$ cat config.mk
export PLATFORM = sky130hd
export DESIGN_NAME = fifo_flow_ctrl
export DESIGN_NICKNAME = d
export VERILOG_FILES = /design/src/rtl/fifo_flow_ctrl.sv
export SDC_FILE = /design/constraint.sdc
export NUM_CORES = 1
export LEC_CHECK = 0
export ABC_AREA = 1
export BUFFER_PORTS_ARGS = -buffer_cell sky130_fd_sc_hd__buf_2
export CELL_PAD_IN_SITES_DETAIL_PLACEMENT = 1
export CELL_PAD_IN_SITES_GLOBAL_PLACEMENT = 1
export CORE_MARGIN = 1.5
export CORE_UTILIZATION = 40
export DETAILED_ROUTE_END_ITERATION = 10
export HOLD_SLACK_MARGIN = 0.08
export PLACE_DENSITY = 0.67
export SYNTH_ARGS = -nofsm -noshare
export SYNTH_HDL_FRONTEND = slang
export SYNTH_SLANG_ARGS = --single-unit
$ cat constraint.sdc
create_clock -name CLK -period 5.8 [get_ports CLK]
set_clock_uncertainty 0.05 [all_clocks]
set_input_delay 1.74 -clock CLK [delete_from_list [all_inputs] [get_ports CLK]]
set_output_delay 1.74 -clock CLK [all_outputs]
set_load 0.1 [all_outputs]
$ cat src/rtl/fifo_flow_ctrl.sv
// fifo_flow_ctrl: byte FIFO with programmable almost-full/almost-empty
// thresholds, a sticky overflow/underflow error state, and an
// init/idle/active control FSM. All logic runs on the rising edge of CLK;
// RESET is synchronous and active-low.
module fifo_flow_ctrl #(
  parameter int DATA_W = 8,
  parameter int ADDR_W = 3
) (
  input  logic              CLK,
  input  logic              RESET,
  input  logic              init,
  input  logic [ADDR_W:0]   TH_AF,
  input  logic [ADDR_W:0]   TH_AE,
  input  logic [DATA_W-1:0] DATA_IN,
  input  logic              WRITE,
  input  logic              read,
  output logic [DATA_W-1:0] DATA_OUT,
  output logic              valid_out,
  output logic              full,
  output logic              empty,
  output logic              almost_full,
  output logic              almost_empty,
  output logic              error,
  output logic [2:0]        state
);

  localparam int DEPTH = 2 ** ADDR_W;
  // Count value of a completely full FIFO (2**ADDR_W in ADDR_W+1 bits).
  localparam logic [ADDR_W:0] DEPTH_C = {1'b1, {ADDR_W{1'b0}}};

  typedef enum logic [2:0] {
    S_RESET  = 3'b000,
    S_INIT   = 3'b001,
    S_IDLE   = 3'b010,
    S_ACTIVE = 3'b011,
    S_ERROR  = 3'b100
  } state_t;

  state_t              state_q;
  logic [DATA_W-1:0]   mem [DEPTH];
  logic [ADDR_W-1:0]   wr_ptr;
  logic [ADDR_W-1:0]   rd_ptr;
  logic [ADDR_W:0]     count;
  logic [ADDR_W:0]     count_next;
  logic [ADDR_W:0]     th_af_r;
  logic [ADDR_W:0]     th_ae_r;

  logic run;
  logic underflow;
  logic overflow;
  logic push_ok;
  logic pop_ok;

  // Status flags follow the registered count and the latched thresholds.
  assign full         = (count == DEPTH_C);
  assign empty        = (count == '0);
  assign almost_full  = (count >= th_af_r);
  assign almost_empty = (count <= th_ae_r);
  assign state        = state_q;

  // Decode which transfers happen this cycle; init pre-empts all traffic.
  always_comb begin
    // NOTE: every signal written here gets a default first, so no latch is inferred.
    run        = 1'b0;
    underflow  = 1'b0;
    overflow   = 1'b0;
    push_ok    = 1'b0;
    pop_ok     = 1'b0;
    if ((state_q == S_IDLE || state_q == S_ACTIVE) && !init) begin
      run = 1'b1;
    end
    if (run) begin
      // A read on an empty FIFO blocks a simultaneous write as well.
      underflow = read && empty;
      overflow  = WRITE && full && !read;
      pop_ok    = read && !empty;
      push_ok   = WRITE && (!full || read) && !underflow;
    end
    count_next = count + (ADDR_W + 1)'(push_ok) - (ADDR_W + 1)'(pop_ok);
  end

  // Storage array: written on accepted pushes only.
  // NOTE: the data array has no reset; validity is tracked by count and pointers.
  always_ff @(posedge CLK) begin
    if (RESET && push_ok) begin
      mem[wr_ptr] <= DATA_IN;
    end
  end

  // Control FSM with pointers, count, thresholds and registered outputs.
  always_ff @(posedge CLK) begin
    // NOTE: sequential state uses non-blocking assignments so every register samples pre-edge values.
    if (!RESET) begin
      state_q   <= S_RESET;
      wr_ptr    <= '0;
      rd_ptr    <= '0;
      count     <= '0;
      DATA_OUT  <= '0;
      valid_out <= 1'b0;
      error     <= 1'b0;
      th_af_r   <= DEPTH_C;
      th_ae_r   <= '0;
    end else begin
      valid_out <= 1'b0;
      case (state_q)
        S_RESET: begin
          state_q <= S_INIT;
        end

        S_INIT: begin
          th_af_r <= TH_AF;
          th_ae_r <= TH_AE;
          wr_ptr  <= '0;
          rd_ptr  <= '0;
          count   <= '0;
          error   <= 1'b0;
          if (!init) begin
            state_q <= S_IDLE;
          end
        end

        S_IDLE, S_ACTIVE: begin
          if (init) begin
            state_q <= S_INIT;
            wr_ptr  <= '0;
            rd_ptr  <= '0;
            count   <= '0;
            error   <= 1'b0;
          end else if (overflow || underflow) begin
            state_q <= S_ERROR;
            error   <= 1'b1;
          end else begin
            if (push_ok) begin
              wr_ptr <= wr_ptr + ADDR_W'(1);
            end
            if (pop_ok) begin
              rd_ptr    <= rd_ptr + ADDR_W'(1);
              DATA_OUT  <= mem[rd_ptr];
              valid_out <= 1'b1;
            end
            count   <= count_next;
            state_q <= (count_next == '0) ? S_IDLE : S_ACTIVE;
          end
        end

        S_ERROR: begin
          // Frozen until re-initialised; flags keep their last value.
          if (init) begin
            state_q <= S_INIT;
            wr_ptr  <= '0;
            rd_ptr  <= '0;
            count   <= '0;
            error   <= 1'b0;
          end
        end

        default: begin
          state_q <= S_RESET;
        end
      endcase
    end
  end

endmodule

# Word level (Yosys, flattened, before mapping)

Memories as Yosys holds them, arrays and structs flattened. A register that Yosys moved wholly into a read port is not among the register bits.
Cells that the tools add are included.

Add/subtract/negate cells: 4
Multiply operators: 0
Div/mod/pow operators: 0
Magnitude comparators: 2
Equality and inequality tests: 11
Shifts and indexed selects: 0
Muxes and demuxes: 31
Bitwise logic cells: 4
Reduce and logical (&&, ||, !) cells: 29

Operator list:

| kind                                                            | number |
|---|---|
| 3-bit two-way mux                                               | 11 |
| 3-bit one-hot mux with 3 select lines                           | 2 |
| 1-bit two-way mux                                               | 12 |
| 4-bit two-way mux                                               | 3 |
| 3-bit != test, second input constant                            | 4 |
| 3-bit one-hot mux with 4 select lines                           | 1 |
| 4-bit one-hot mux with 3 select lines                           | 1 |
| 4-bit AND reduction                                             | 3 |
| 1-bit logical AND                                               | 8 |
| 4-bit logical NOT                                               | 2 |
| 3-bit by 1-bit adder with 3-bit output, second input constant   | 2 |
| 3-bit by 2-bit == test with 1-bit output, second input constant | 2 |
| 1-bit logical NOT                                               | 6 |
| 3-bit AND reduction                                             | 2 |
| 4-bit by 1-bit adder with 4-bit output                          | 1 |
| 4-bit == test, second input constant                            | 1 |
| 4-bit >= comparator                                             | 1 |
| 4-bit less-or-equal comparator                                  | 1 |
| 2-bit != test, second input constant                            | 2 |
| 1-bit NOT                                                       | 4 |
| 4-bit OR reduction                                              | 1 |
| 4-bit by 1-bit subtractor with 4-bit output                     | 1 |
| 3-bit by 1-bit == test with 1-bit output, second input constant | 1 |
| 3-bit == test, second input constant                            | 1 |
| 6 further kinds                                                 | 8 |

Bits in registers: 23
Bits in latches: 0
RAM bits: 64
Bits in read-only memories: 0
Input bits: 21
Memories: 1

Memories:

| memory | depth | width | rd ports | clocked after Yosys merged registers in | write ports | line | source |
|---|---|---|---|---|---|---|---|
| mem    | 8     | 8     | 1        | 1                                       | 1           | 40   | `logic [DATA_W-1:0] mem [DEPTH];` |

# Logic depth before layout (Yosys ltp)

Depth in word-level cells: 13
Depth in mapped cells: 17
Mapped depth without buffers: 16

# Worst setup path after synthesis

Ideal clock, no wire load.

Path type: register to output
From: reg count[1]
To: out almost_empty
Arrival: 3.195 ns
Path slack: 0.815 ns
Cell stages (with the launch flop): 5
Path through: dfxtp_1 ha_1 a21oi_1 nor2_1 o32ai_1

Cells in the longest elaborated chain, start to end: 1

RTL lines:

| what                           | line | source |
|---|---|---|
| start: declaration             | 43   | `logic [ADDR_W:0] count;` |
| start signal: assignment       | 141  | `count <= count_next;` |
| 4-bit less-or-equal comparator | 58   | `assign almost_empty = (count <= th_ae_r);` |
| end: declaration               | 22   | `output logic almost_empty,` |

No other way between the ends.

# Worst setup path after layout

Same ends and word-level chain as after synthesis.

==> results by group <==
Run status
  – Status: finished clean

Power and ir drop
  – Comb pwr share: 9.9%
  – P_leak: 1.93 nW
  – Clock power share: 35.3%
  – Power per cell area: 281 nW/um2
  – Sequential power share: 54.8%
  – Net Sw Frac: 25.0%
  – Maximum vdd drop: 0.0992 mV
  – P_sw: 335 uW
  – Int Pwr: 1.00 mW

STA
  – Worst Tran Pin Value: 0.732 ns
  – Post-route minimum period: 4.02 ns
  – Final number of hold-violating endpoints: 0
  – Slew HR: 51.0%
  – Fin Setup TNS: 0 ns
  – Worst hold slack: 0.420 ns
  – Worst setup margin: 1.78 ns
  – RSZ-0062 raised after global routing: no
  – Setup violations, final: 0
  – Crit share post-route: 69.3%
  – Fmax: 249 MHz
  – Slew Viols, Final: 0

Logic synthesis
  – Syn_nets: 473
  – Synth unique cells: 32
  – Cells after synthesis: 435
  – Sequential cell area fraction in the yosys report: 59.5%
  – Post-Syn Area: 4280 um2
  – Synth Warn #: 0
  – Seq cells post-synth: 95
  – Syn avg cell area: 9.83 um2

Layout
  – Most frequent cells in the layout: nand2_1 (109), nand3_1 (68), edfxtp_1 (64)
  – Layout cell share with drive strength beyond 1: 15.0%
  – Commonest non-fill, non-tap cell in the layout: nand2_1
  – Inserted Diodes: 0
  – Final net count: 507
  – Fin cells: 610
  – P&R area growth vs syn: 11.4%
  – Post-Route Utilization: 45.9%
  – # fillers: 1201

Flow run
  – # Max-Cap Violations: 0

Worst setup path
  – Setup crit end kind: output port
  – Critical Path Start: count[1]
  – CP Class: register to output port
  – Critical path peak fanout: 7
  – Critical Path AT: 2.23 ns
  – Beginning of the worst register-to-register path: count[2]
  – Crit start category: register
  – CP required: 4.01 ns

GRT
  – GRT Resource Usage Total: 20.7%
  – First-pass GRT wire length: 17.3 mm
  – GR Overflow Total: 0
  – Largest net degree at the start of global routing: 35
  – Vias in the first global route: 3209
  – Initial antenna violation count: 0

Detailed routing
  – Via count: 3102
  – Initial DRC Count: 189
  – WL/cell: 17.6 um
  – Post-route DRC: 0
  – Antenna viol nets, final: 0
  – Post-Route WL: 10.8 mm
  – Via-to-Cell Ratio: 5.09
  – Drt first pass iters: 4

Floorplanning
  – Starting Density: 41.2%
  – Ports: 38
  – Total core area: 10400 um2
  – Die area: 11300 um2
  – DIE HEIGHT: 106 um
  – Die Wd: 106 um
  – Row count: 37

Placed design
  – Placement Setup Slack: 1.78 ns
  – DPL Wire Length: 7.64 mm
  – Gpl congestion: 0.817
  – Input/output buffers: 37
  – Placed instance count: 594

Clock tree
  – CTS resizes: 0
  – CTS tree: done
  – Post-CTS Hold Fix Bufs: 0
  – Post-CTS Repair Setup Buffers: 0
  – Clock Path Buffers: 2
  – Clock slew at reported path FFs: 0.09 ns
  – Num CTS Buffers: 9
  – Root Driver: clkbuf_8
  – Sink Count: 95
  – Skew-Pair Late Insertion Delay: 0.36 ns
  – CTS H-tree lvls: 3

Min path
  – Min-Delay Startpoint: th_ae_r[2]
  – Hold crit path type: register to register
==> power by group through the flow <==
stage | Sequential, mW | Clock, mW | Combinational (mW)
6_report | 0.735 | 0.472 | 0.133
5_1_grt | 0.736 | 0.502 | 0.144
4_1_cts | 0.735 | 0.484 | 0.135
3_5_place_dp | 0.750 | 0 | 0.132
3_3_place_gp | 0.750 | 0 | 0.130
2_1_floorplan | 0.766 | 0 | 0.0804
==> cells by family (layout without fill, tap and decap cells) <==
family          after synthesis  count (layout)  synth area share [%]
simple gates                221             221                  23.7
buf+inv                      60              99                  6.09
compound gates               42              42                  5.62
fa+ha+maj                    17              17                  5.15
flops                        95              95                  59.5
==> state kept, by name, indices dropped and copies added, names as in the netlist <==
name / cells
th_af_r: 4
wr_ptr: 3
mem: 64
error: 1
rd_ptr: 3
th_ae_r: 4
valid_out: 1
state: 3
count: 4
DATA_OUT: 8
==> stage by stage <==
step | total power, mW | instance area (um2)
after CTS | 1.35 | 4760
final | 1.34 | 4760
after floorplan | 0.846 | 4280
after detailed placement | 0.883 | 4550
after global routing | 1.38 | 4760
after global placement | 0.880 | 4550
==> path summary, 6_finish.rpt <==
kind / end / slack (ns) / depth (start not counted)
max reg2reg: state[0] / 3.00 / 15
min: th_ae_r[2] / 0.42 / 2
max: almost_empty / 1.78 / 5
min reg2reg: th_ae_r[2] / 0.42 / 2
==> layer usage <==
metal	vias up	GRT usage, %	routed length [um]
met5	-	0	0
met4	0	8.20	210
met3	17	3.31	385
met2	56	31.3	4770
met1	1495	29.7	5400
li1	1534	-	-
==> critical path: stages (launching register included) <==
cell	delay (ns)
dfxtp_1	0.57
ha_1	0.33
a21oi_1	0.15
nor2_1	0.06
o32ai_1	0.27
buf_2	0.49
==> synth_stat cells <==
master,n,share of area (%)
inv_4,1,0.15
nor3_1,1,0.12
a21oi_2,1,0.20
nor3b_1,1,0.18
inv_1,40,3.5
o211ai_1,9,1.6
nand2_4,1,0.26
nand2_1,109,9.6
nand4_1,2,0.29
ha_1,16,4.7
nand4_2,1,0.29
inv_2,3,0.26
o32ai_1,1,0.20
nor2_2,2,0.29
or2_2,3,0.44
buf_4,3,0.53
buf_2,8,0.94
nand3_2,1,0.23
a21oi_1,22,2.6
edfxtp_1,64,45
buf_8,1,0.35
nand2_2,3,0.44
nand3_1,68,8.0
fa_1,1,0.47
nand3_4,1,0.41
nor2_1,25,2.2
o21ai_0,9,1.1
clkinv_1,1,0.088
dfxtp_1,31,15
clkbuf_1,3,0.26
nor2_4,2,0.53
nor2_8,1,0.47
==> final cells by class <==
class / count / area (um2) / share of cell area, %
multi-input cells: 280 / 1470 / 30.9
well taps: 136 / 170 / 3.57
inverters: 45 / 171 / 3.60
flip-flops and latches: 95 / 2540 / 53.4
clock inverters: 5 / 81.3 / 1.71
clock buffers: 11 / 131 / 2.76
repair buffers: 38 / 193 / 4.05
Note: power is estimated with default switching activity, not from simulation.
